===== src/rtl/chess_fb_renderer_pkg.sv =====
// Shared graphics types, palette, FSM encoding and default frame geometry for the chess renderer.
package chess_gfx_pkg;

  localparam int DEFAULT_SCREEN_WIDTH  = 640;
  localparam int DEFAULT_SCREEN_HEIGHT = 480;
  localparam int DEFAULT_SQUARE_SIZE   = 60;
  localparam int DEFAULT_BOARD_X0      = 80;
  localparam int DEFAULT_PIECE_INSET   = 15;
  localparam int COLOR_DEPTH           = 8;
  localparam int CURSOR_BAND           = 3;

  typedef logic [3*COLOR_DEPTH-1:0] rgb_t;
  typedef logic [3:0]               piece_t;

  localparam rgb_t SQ_LIGHT    = 24'hEED2AA;
  localparam rgb_t SQ_DARK     = 24'h8B5A2B;
  localparam rgb_t BORDER      = 24'h202020;
  localparam rgb_t PIECE_WHITE = 24'hFFFFFF;
  localparam rgb_t PIECE_BLACK = 24'h000000;
  localparam rgb_t CURSOR      = 24'hFFFF00;

  typedef enum logic [1:0] {
    ST_IDLE = 2'd0,
    ST_SNAP = 2'd1,
    ST_DRAW = 2'd2,
    ST_FIN  = 2'd3
  } fsm_state_e;

endpackage


===== src/rtl/chess_fb_renderer_if.sv =====
// Pixel RAM write port: the renderer drives address/data/enable, the RAM side answers with ready.
interface chess_fb_renderer_if;
  import chess_gfx_pkg::*;

  logic [18:0] wr_addr;
  rgb_t        wr_data;
  logic        wr_en;
  logic        wr_ready;

  modport master (output wr_addr, output wr_data, output wr_en, input wr_ready);
  modport slave  (input wr_addr, input wr_data, input wr_en, output wr_ready);
endinterface


===== src/rtl/chess_fb_renderer_shader.sv =====
// Combinational colour select for one pixel; border beats cursor, cursor beats piece, piece beats square.
module chess_pixel_shader
  import chess_gfx_pkg::*;
#(
  parameter int SQUARE_SIZE = DEFAULT_SQUARE_SIZE,
  parameter int PIECE_INSET = DEFAULT_PIECE_INSET
) (
  input  logic       in_board,
  input  logic [2:0] row,
  input  logic [2:0] col,
  input  logic [5:0] sub_x,
  input  logic [5:0] sub_y,
  input  piece_t     piece,
  input  logic       cursor_hit,
  output rgb_t       rgb
);

  localparam logic [5:0] InsetLo = 6'(PIECE_INSET);
  localparam logic [5:0] InsetHi = 6'(SQUARE_SIZE - PIECE_INSET);

  logic inMarker;

  always_comb begin
    inMarker = (sub_x >= InsetLo) && (sub_x < InsetHi) &&
               (sub_y >= InsetLo) && (sub_y < InsetHi);
    rgb = (row[0] ^ col[0]) ? SQ_DARK : SQ_LIGHT;
    if (!in_board) begin
      rgb = BORDER;
    end else if (cursor_hit) begin
      rgb = CURSOR;
    end else if (inMarker && (piece[2:0] != 3'd0)) begin
      rgb = piece[3] ? PIECE_BLACK : PIECE_WHITE;
    end
  end

endmodule


===== src/rtl/chess_fb_renderer.sv =====
// Rasterises a snapshot of the 8x8 board into the frame buffer, one pixel write per accepted handshake.
// Optional cursor outline around the latched cursor square is enabled by defining CURSOR_HIGHLIGHT_EN.
module chess_fb_renderer #(
  parameter int SCREEN_WIDTH  = chess_gfx_pkg::DEFAULT_SCREEN_WIDTH,
  parameter int SCREEN_HEIGHT = chess_gfx_pkg::DEFAULT_SCREEN_HEIGHT,
  parameter int SQUARE_SIZE   = chess_gfx_pkg::DEFAULT_SQUARE_SIZE,
  parameter int BOARD_X0      = chess_gfx_pkg::DEFAULT_BOARD_X0,
  parameter int PIECE_INSET   = chess_gfx_pkg::DEFAULT_PIECE_INSET
) (
  input  logic                 clk,
  input  logic                 reset,
  input  logic                 start,
  input  logic [255:0]         board_state,
  input  logic [5:0]           cursor_sq,
  chess_fb_renderer_if.master  wr,
  output logic                 busy,
  output logic                 done
);
  import chess_gfx_pkg::*;

  localparam logic [1:0]  S_IDLE   = ST_IDLE;
  localparam logic [1:0]  S_SNAP   = ST_SNAP;
  localparam logic [1:0]  S_DRAW   = ST_DRAW;
  localparam logic [1:0]  S_FIN    = ST_FIN;
  localparam logic [9:0]  XLast    = 10'(SCREEN_WIDTH - 1);
  localparam logic [9:0]  BoardXLo = 10'(BOARD_X0);
  localparam logic [9:0]  BoardXHi = 10'(BOARD_X0 + 8*SQUARE_SIZE);
  localparam logic [8:0]  BoardYHi = 9'(8*SQUARE_SIZE);
  localparam logic [5:0]  SubLast  = 6'(SQUARE_SIZE - 1);
  localparam logic [18:0] AddrLast = 19'(SCREEN_WIDTH*SCREEN_HEIGHT - 1);

  logic [1:0]   state_q, state_d;
  logic [255:0] board_q, board_d;
  logic [9:0]   pixX_q, pixX_d;
  logic [8:0]   pixY_q, pixY_d;
  logic [18:0]  addr_q, addr_d;
  logic [2:0]   col_q, col_d, row_q, row_d;
  logic [5:0]   subX_q, subX_d, subY_q, subY_d;
  logic [18:0]  wrAddr_q, wrAddr_d;
  rgb_t         wrData_q, wrData_d;
  logic         wrEn_q, wrEn_d;

  logic         lineEnd, inBoardX, inBoardY, inBoard, cursorHit, load;
  logic [9:0]   stepX;
  logic [8:0]   stepY;
  logic [2:0]   stepCol, stepRow;
  logic [5:0]   stepSubX, stepSubY;
  piece_t       pieceSel;
  rgb_t         shadeRgb;

  // Square and sub-pixel positions follow the raster with wrap counters instead of a divider.
  always_comb begin
    lineEnd  = (pixX_q == XLast);
    inBoardX = (pixX_q >= BoardXLo) && (pixX_q < BoardXHi);
    inBoardY = (pixY_q < BoardYHi);
    inBoard  = inBoardX && inBoardY;
    stepX    = lineEnd ? 10'd0 : pixX_q + 10'd1;
    stepY    = pixY_q;
    stepSubX = subX_q;
    stepCol  = col_q;
    stepSubY = subY_q;
    stepRow  = row_q;
    if (lineEnd) begin
      stepSubX = '0;
      stepCol  = '0;
      stepY    = pixY_q + 9'd1;
      if (inBoardY) begin
        if (subY_q == SubLast) begin
          stepSubY = '0;
          stepRow  = row_q + 3'd1;
        end else begin
          stepSubY = subY_q + 6'd1;
        end
      end
    end else if (inBoardX) begin
      if (subX_q == SubLast) begin
        stepSubX = '0;
        stepCol  = col_q + 3'd1;
      end else begin
        stepSubX = subX_q + 6'd1;
      end
    end
  end

  assign pieceSel = board_q[{row_q, col_q, 2'b00} +: 4];

`ifdef CURSOR_HIGHLIGHT_EN
  logic [5:0] cursor_q;

  always_ff @(posedge clk or posedge reset) begin
    if (reset) begin
      cursor_q <= '0;
    end else if ((state_q == S_IDLE) && start) begin
      cursor_q <= cursor_sq;
    end
  end

  assign cursorHit = inBoard && ({row_q, col_q} == cursor_q) &&
                     ((subX_q < 6'(CURSOR_BAND)) || (subX_q >= 6'(SQUARE_SIZE - CURSOR_BAND)) ||
                      (subY_q < 6'(CURSOR_BAND)) || (subY_q >= 6'(SQUARE_SIZE - CURSOR_BAND)));
`else
  logic unusedCursor;
  assign unusedCursor = ^cursor_sq;
  assign cursorHit    = 1'b0;
`endif

  chess_pixel_shader #(
    .SQUARE_SIZE (SQUARE_SIZE),
    .PIECE_INSET (PIECE_INSET)
  ) u_shader (
    .in_board   (inBoard),
    .row        (row_q),
    .col        (col_q),
    .sub_x      (subX_q),
    .sub_y      (subY_q),
    .piece      (pieceSel),
    .cursor_hit (cursorHit),
    .rgb        (shadeRgb)
  );

  // The output slot is refilled only when empty (SNAP) or its pixel was just accepted, so a stall freezes it.
  always_comb begin
    state_d  = state_q;
    board_d  = board_q;
    pixX_d   = pixX_q;
    pixY_d   = pixY_q;
    addr_d   = addr_q;
    col_d    = col_q;
    row_d    = row_q;
    subX_d   = subX_q;
    subY_d   = subY_q;
    wrAddr_d = wrAddr_q;
    wrData_d = wrData_q;
    wrEn_d   = wrEn_q;
    load     = 1'b0;
    case (state_q)
      S_IDLE: begin
        if (start) begin
          state_d = S_SNAP;
          board_d = board_state;
          pixX_d  = '0;
          pixY_d  = '0;
          addr_d  = '0;
          col_d   = '0;
          row_d   = '0;
          subX_d  = '0;
          subY_d  = '0;
        end
      end
      S_SNAP: begin
        load    = 1'b1;
        state_d = S_DRAW;
      end
      S_DRAW: begin
        if (wrEn_q && wr.wr_ready) begin
          if (wrAddr_q == AddrLast) begin
            wrEn_d  = 1'b0;
            state_d = S_FIN;
          end else begin
            load = 1'b1;
          end
        end
      end
      default: state_d = S_IDLE;
    endcase
    if (load) begin
      wrEn_d   = 1'b1;
      wrAddr_d = addr_q;
      wrData_d = shadeRgb;
      addr_d   = addr_q + 19'd1;
      pixX_d   = stepX;
      pixY_d   = stepY;
      col_d    = stepCol;
      row_d    = stepRow;
      subX_d   = stepSubX;
      subY_d   = stepSubY;
    end
  end

  always_ff @(posedge clk or posedge reset) begin
    if (reset) begin
      state_q  <= S_IDLE;
      board_q  <= '0;
      pixX_q   <= '0;
      pixY_q   <= '0;
      addr_q   <= '0;
      col_q    <= '0;
      row_q    <= '0;
      subX_q   <= '0;
      subY_q   <= '0;
      wrAddr_q <= '0;
      wrData_q <= '0;
      wrEn_q   <= 1'b0;
    end else begin
      state_q  <= state_d;
      board_q  <= board_d;
      pixX_q   <= pixX_d;
      pixY_q   <= pixY_d;
      addr_q   <= addr_d;
      col_q    <= col_d;
      row_q    <= row_d;
      subX_q   <= subX_d;
      subY_q   <= subY_d;
      wrAddr_q <= wrAddr_d;
      wrData_q <= wrData_d;
      wrEn_q   <= wrEn_d;
    end
  end

  assign wr.wr_addr = wrAddr_q;
  assign wr.wr_data = wrData_q;
  assign wr.wr_en   = wrEn_q;
  assign busy       = (state_q != S_IDLE);
  assign done       = (state_q == S_FIN);

endmodule

===== src/flat_wrapper.sv =====
// flat-port wrapper written by rule: the top's interface ports become plain ports
module chess_fb_renderer_flat import chess_gfx_pkg::*;
#(
  parameter int SCREEN_WIDTH  = chess_gfx_pkg::DEFAULT_SCREEN_WIDTH,
  parameter int SCREEN_HEIGHT = chess_gfx_pkg::DEFAULT_SCREEN_HEIGHT,
  parameter int SQUARE_SIZE   = chess_gfx_pkg::DEFAULT_SQUARE_SIZE,
  parameter int BOARD_X0      = chess_gfx_pkg::DEFAULT_BOARD_X0,
  parameter int PIECE_INSET   = chess_gfx_pkg::DEFAULT_PIECE_INSET
)
  (clk, reset, start, board_state, cursor_sq, busy, done, wr_wr_addr, wr_wr_data, wr_wr_en, wr_wr_ready);
  chess_fb_renderer_if wr_i ();
  input  logic clk;
  input  logic reset;
  input  logic start;
  input  logic [255:0] board_state;
  input  logic [5:0] cursor_sq;
  output logic busy;
  output logic done;
  output wire logic [$bits(wr_i.wr_addr)-1:0] wr_wr_addr;
  output wire logic [$bits(wr_i.wr_data)-1:0] wr_wr_data;
  output wire logic [$bits(wr_i.wr_en)-1:0] wr_wr_en;
  input wire logic [$bits(wr_i.wr_ready)-1:0] wr_wr_ready;
  assign wr_wr_addr = wr_i.wr_addr;
  assign wr_wr_data = wr_i.wr_data;
  assign wr_wr_en = wr_i.wr_en;
  assign wr_i.wr_ready = wr_wr_ready;
  chess_fb_renderer #(.SCREEN_WIDTH(SCREEN_WIDTH), .SCREEN_HEIGHT(SCREEN_HEIGHT), .SQUARE_SIZE(SQUARE_SIZE), .BOARD_X0(BOARD_X0), .PIECE_INSET(PIECE_INSET)) u_core (.clk(clk), .reset(reset), .start(start), .board_state(board_state), .cursor_sq(cursor_sq), .wr(wr_i), .busy(busy), .done(done));
endmodule

===== config.mk =====
export PLATFORM = sky130hd
export DESIGN_NAME = chess_fb_renderer_flat
export DESIGN_NICKNAME = d
export VERILOG_FILES = /design/src/rtl/chess_fb_renderer_pkg.sv /design/src/rtl/chess_fb_renderer_if.sv /design/src/rtl/chess_fb_renderer_shader.sv /design/src/rtl/chess_fb_renderer.sv /design/src/flat_wrapper.sv
export SDC_FILE = /design/constraint.sdc
export NUM_CORES = 1
export LEC_CHECK = 0
export ABC_AREA = 1
export BUFFER_PORTS_ARGS = -buffer_cell sky130_fd_sc_hd__buf_2
export CORE_ASPECT_RATIO = 1.25
export CORE_MARGIN = 10
export CORE_UTILIZATION = 45
export DETAILED_ROUTE_END_ITERATION = 6
export PLACE_DENSITY_LB_ADDON = 0.08
export SYNTH_ARGS = -nofsm -noshare
export SYNTH_HDL_FRONTEND = slang
export SYNTH_SLANG_ARGS = --single-unit

===== constraint.sdc =====
create_clock -name clk -period 14.9 [get_ports clk]
set_clock_uncertainty 0.2 [all_clocks]
set_input_delay 2.235 -clock clk [delete_from_list [all_inputs] [get_ports clk]]
set_output_delay 2.235 -clock clk [all_outputs]
set_load 0.005 [all_outputs]

==> reports/qor.yml <==
synth_top_area_frac: 0.5139
r2r-end: "u_core.addr_q[18]"
reg2reg_depth: 9
grt.total_usage: 0.2139
synth_top_area_cell: "dfrtp_1"
ctsLongestPathBuffers: 3
ctsHoldBuffers: 0
synth_area_um2: 16600
hold_class: "register to register"
endpoint_kind: "register"
grt_pass1_wl_mm: 78.22
finalPower_mw: 3.735
core_um2: 36400
antenna_found_initial: 1
die_area_um2: 45030
final_area_um2: 19390
worstMarginPinSlew_ps: 1081
timing.final.crit_share: 0.3372
drv_cap: 0
fin_util: 0.5326
dp_slack_ps: 9384
rr_startpoint: "u_core.state_q[0]"
syn_nets: 2455
ys_ff_latch: 341
post_dp_cell_area_um2: 18160
num_vias: 14520
maxSlewViolCount: 0
cp-start-kind: "primary input"
outcome: "completed"
finalSetupViolCount: 0
path_max_fanout: 167
stdcell_count: 2906
overflow: 0
wl_mm: 48.69
cts.sinks: 341
finalSetupTns_ps: 0
area_growth_syn_to_layout_pct: 16.75
grt_max_degree: 168
port_buffers: 305
place_hpwl_mm: 31.99
firstDrtPassIters: 5
synthCells: 2175
power_density_nw_per_um2: 192.7
drtIter0Drc: 1161
cp.required_ps: 15120
place_inst: 2842
yosysWarnings: 0
clkLatencyLatePin_ps: 540
grt_pass1_vias: 14700
cts_tree: "built"
synth_cell_types: 41
p_leak_nw: 10.12
cp.arrival_ps: 5240
synthTopCellsByArea: "dfrtp_1 51%, nand2_1 22%, nand3_1 5.4%, o21ai_0 4.1%, inv_1 3.6%"
cts-buffers-inserted: 37
num_rows: 78
ys_seq_area_frac: 0.5139
worst_slack_ps: 9876
drc: 0
start_util: 0.4561
wire_per_inst_um: 16.75
h-tree-depth: 2
drtAntennaViolNets: 0
place_congestion: 0.8210
drive_above_1_share: 0.1657
hold_slack_ps: 272.2
ctsResizeCount: 0
nNetsFinal: 2681
rsz0062_at_grt: "false"
min_period_ps: 5024
io_pins: 312
fmax_mhz: 199.1
die_y_um: 234.8
irDropWorstVdd_uv: 99.64
clk_pin_slew_ps: 60
dieWidth_um: 191.8
rrSetupSlack_ps: 10920
endpoint: "u_core.addr_q[18]"
hold_violations: 0
startpoint: "start"
via_per_inst: 4.997
syn_avg_cell_area_um2: 7.634
postCtsSetupBuffers: 0
cts_root_buf: "clkbuf_16"
antenna_cells: 0
slew_headroom: 0.2794
path_class: "primary input to register"
==> cells in the mapped netlist, drive strengths merged <==
| master | n |
|---|---|
| dfrtp | 341 |
| o21bai | 1 |
| a21oi | 22 |
| nand3b | 3 |
| o22ai | 10 |
| nand4 | 8 |
| inv | 164 |
| or3 | 1 |
| nor2 | 99 |
| o21ai | 149 |
| or2 | 10 |
| nor3 | 17 |
| clkinv | 2 |
| a32oi | 1 |
| nand3 | 182 |
| buf | 71 |
| xnor2 | 3 |
| mux2i | 2 |
| nor4 | 8 |
| clkbuf | 59 |
| nand2 | 972 |
| o211ai | 9 |
| xor2 | 25 |
| o31ai | 1 |
| o311a | 1 |
| ha | 14 |
==> registers in the layout, summed over array words and instances, names as in the netlist <==
name / cells
u_core.pixX_q: 10
u_core.wr.wr_addr: 19
u_core.state_q: 2
u_core.addr_q: 19
u_core.subY_q: 6
u_core.wr.wr_en: 1
u_core.board_q: 256
u_core.pixY_q: 9
u_core.wr.wr_data: 7
u_core.row_q: 3
u_core.subX_q: 6
u_core.col_q: 3
==> per-layer routing <==
metal | track usage | up-vias | routed length, um
met5 | 0 | - | 13
met1 | 0.2799 | 6838 | 21100
met3 | 0.04027 | 77 | 2751
met2 | 0.3480 | 384 | 23320
li1 | - | 7221 | -
met4 | 0.07069 | 2 | 1509
==> placed cells by master (no fill, tap or decap), drive strengths merged, types with 4 or more instances in the layout <==
master / synthesis / layout
buf: 71 / 317
inv: 164 / 165
nor2: 99 / 99
dfrtp: 341 / 341
a21oi: 22 / 22
nand4: 8 / 8
clkinv: 2 / 4
clkbuf: 59 / 59
or2: 10 / 10
ha: 14 / 14
nand2: 972 / 972
o22ai: 10 / 10
o21ai: 149 / 149
nor4: 8 / 8
nand3: 182 / 182
xor2: 25 / 25
o211ai: 9 / 9
nor3: 17 / 17
==> worst min-delay path by stage <==
stage          slack, ps  cells past startpoint             endpoint           startpoint
3_3_place_gp         260                      2  u_core.board_q[184]  u_core.board_q[184]
5_1_grt              300                      2  u_core.board_q[157]  u_core.board_q[157]
4_1_cts              280                      2  u_core.board_q[112]  u_core.board_q[112]
3_5_place_dp         260                      2  u_core.board_q[112]  u_core.board_q[112]
6_report             270                      2  u_core.board_q[112]  u_core.board_q[112]
2_1_floorplan        240                      2  u_core.board_q[184]  u_core.board_q[184]
==> worst max-delay path, cell delays in order <==
cell	delay, ps
buf_2	110
nand2_4	100
inv_8	460
buf_4	900
buf_4	640
nand2_1	240
nand2_1	130
a21oi_1	70
==> report_power, final <==
part	switching (mW)	total (mW)	internal (mW)	leakage, nW
Combinational	0.877	1.31	0.428	5.19
Clock	0.372	0.934	0.562	0.605
Sequential	0.194	1.50	1.30	4.33
==> cells by family after synthesis <==
logic type      synth area share
simple gates              0.3178
xor+xnor                 0.01477
fa+ha+maj                0.01055
buf+inv                  0.08032
compound gates           0.06141
mux                     0.001206
flops                     0.5139
==> cell type report <==
class / instances / area, um^2
clock inverter: 5 / 78.83
sequential: 341 / 8539
fill: 3585 / 17020
tap: 480 / 600.6
inverter: 166 / 641.9
multi-input combinational: 1538 / 6745
timing repair buffer: 317 / 1629
clock buffer: 59 / 1151
(Power assumes the default switching activity.)
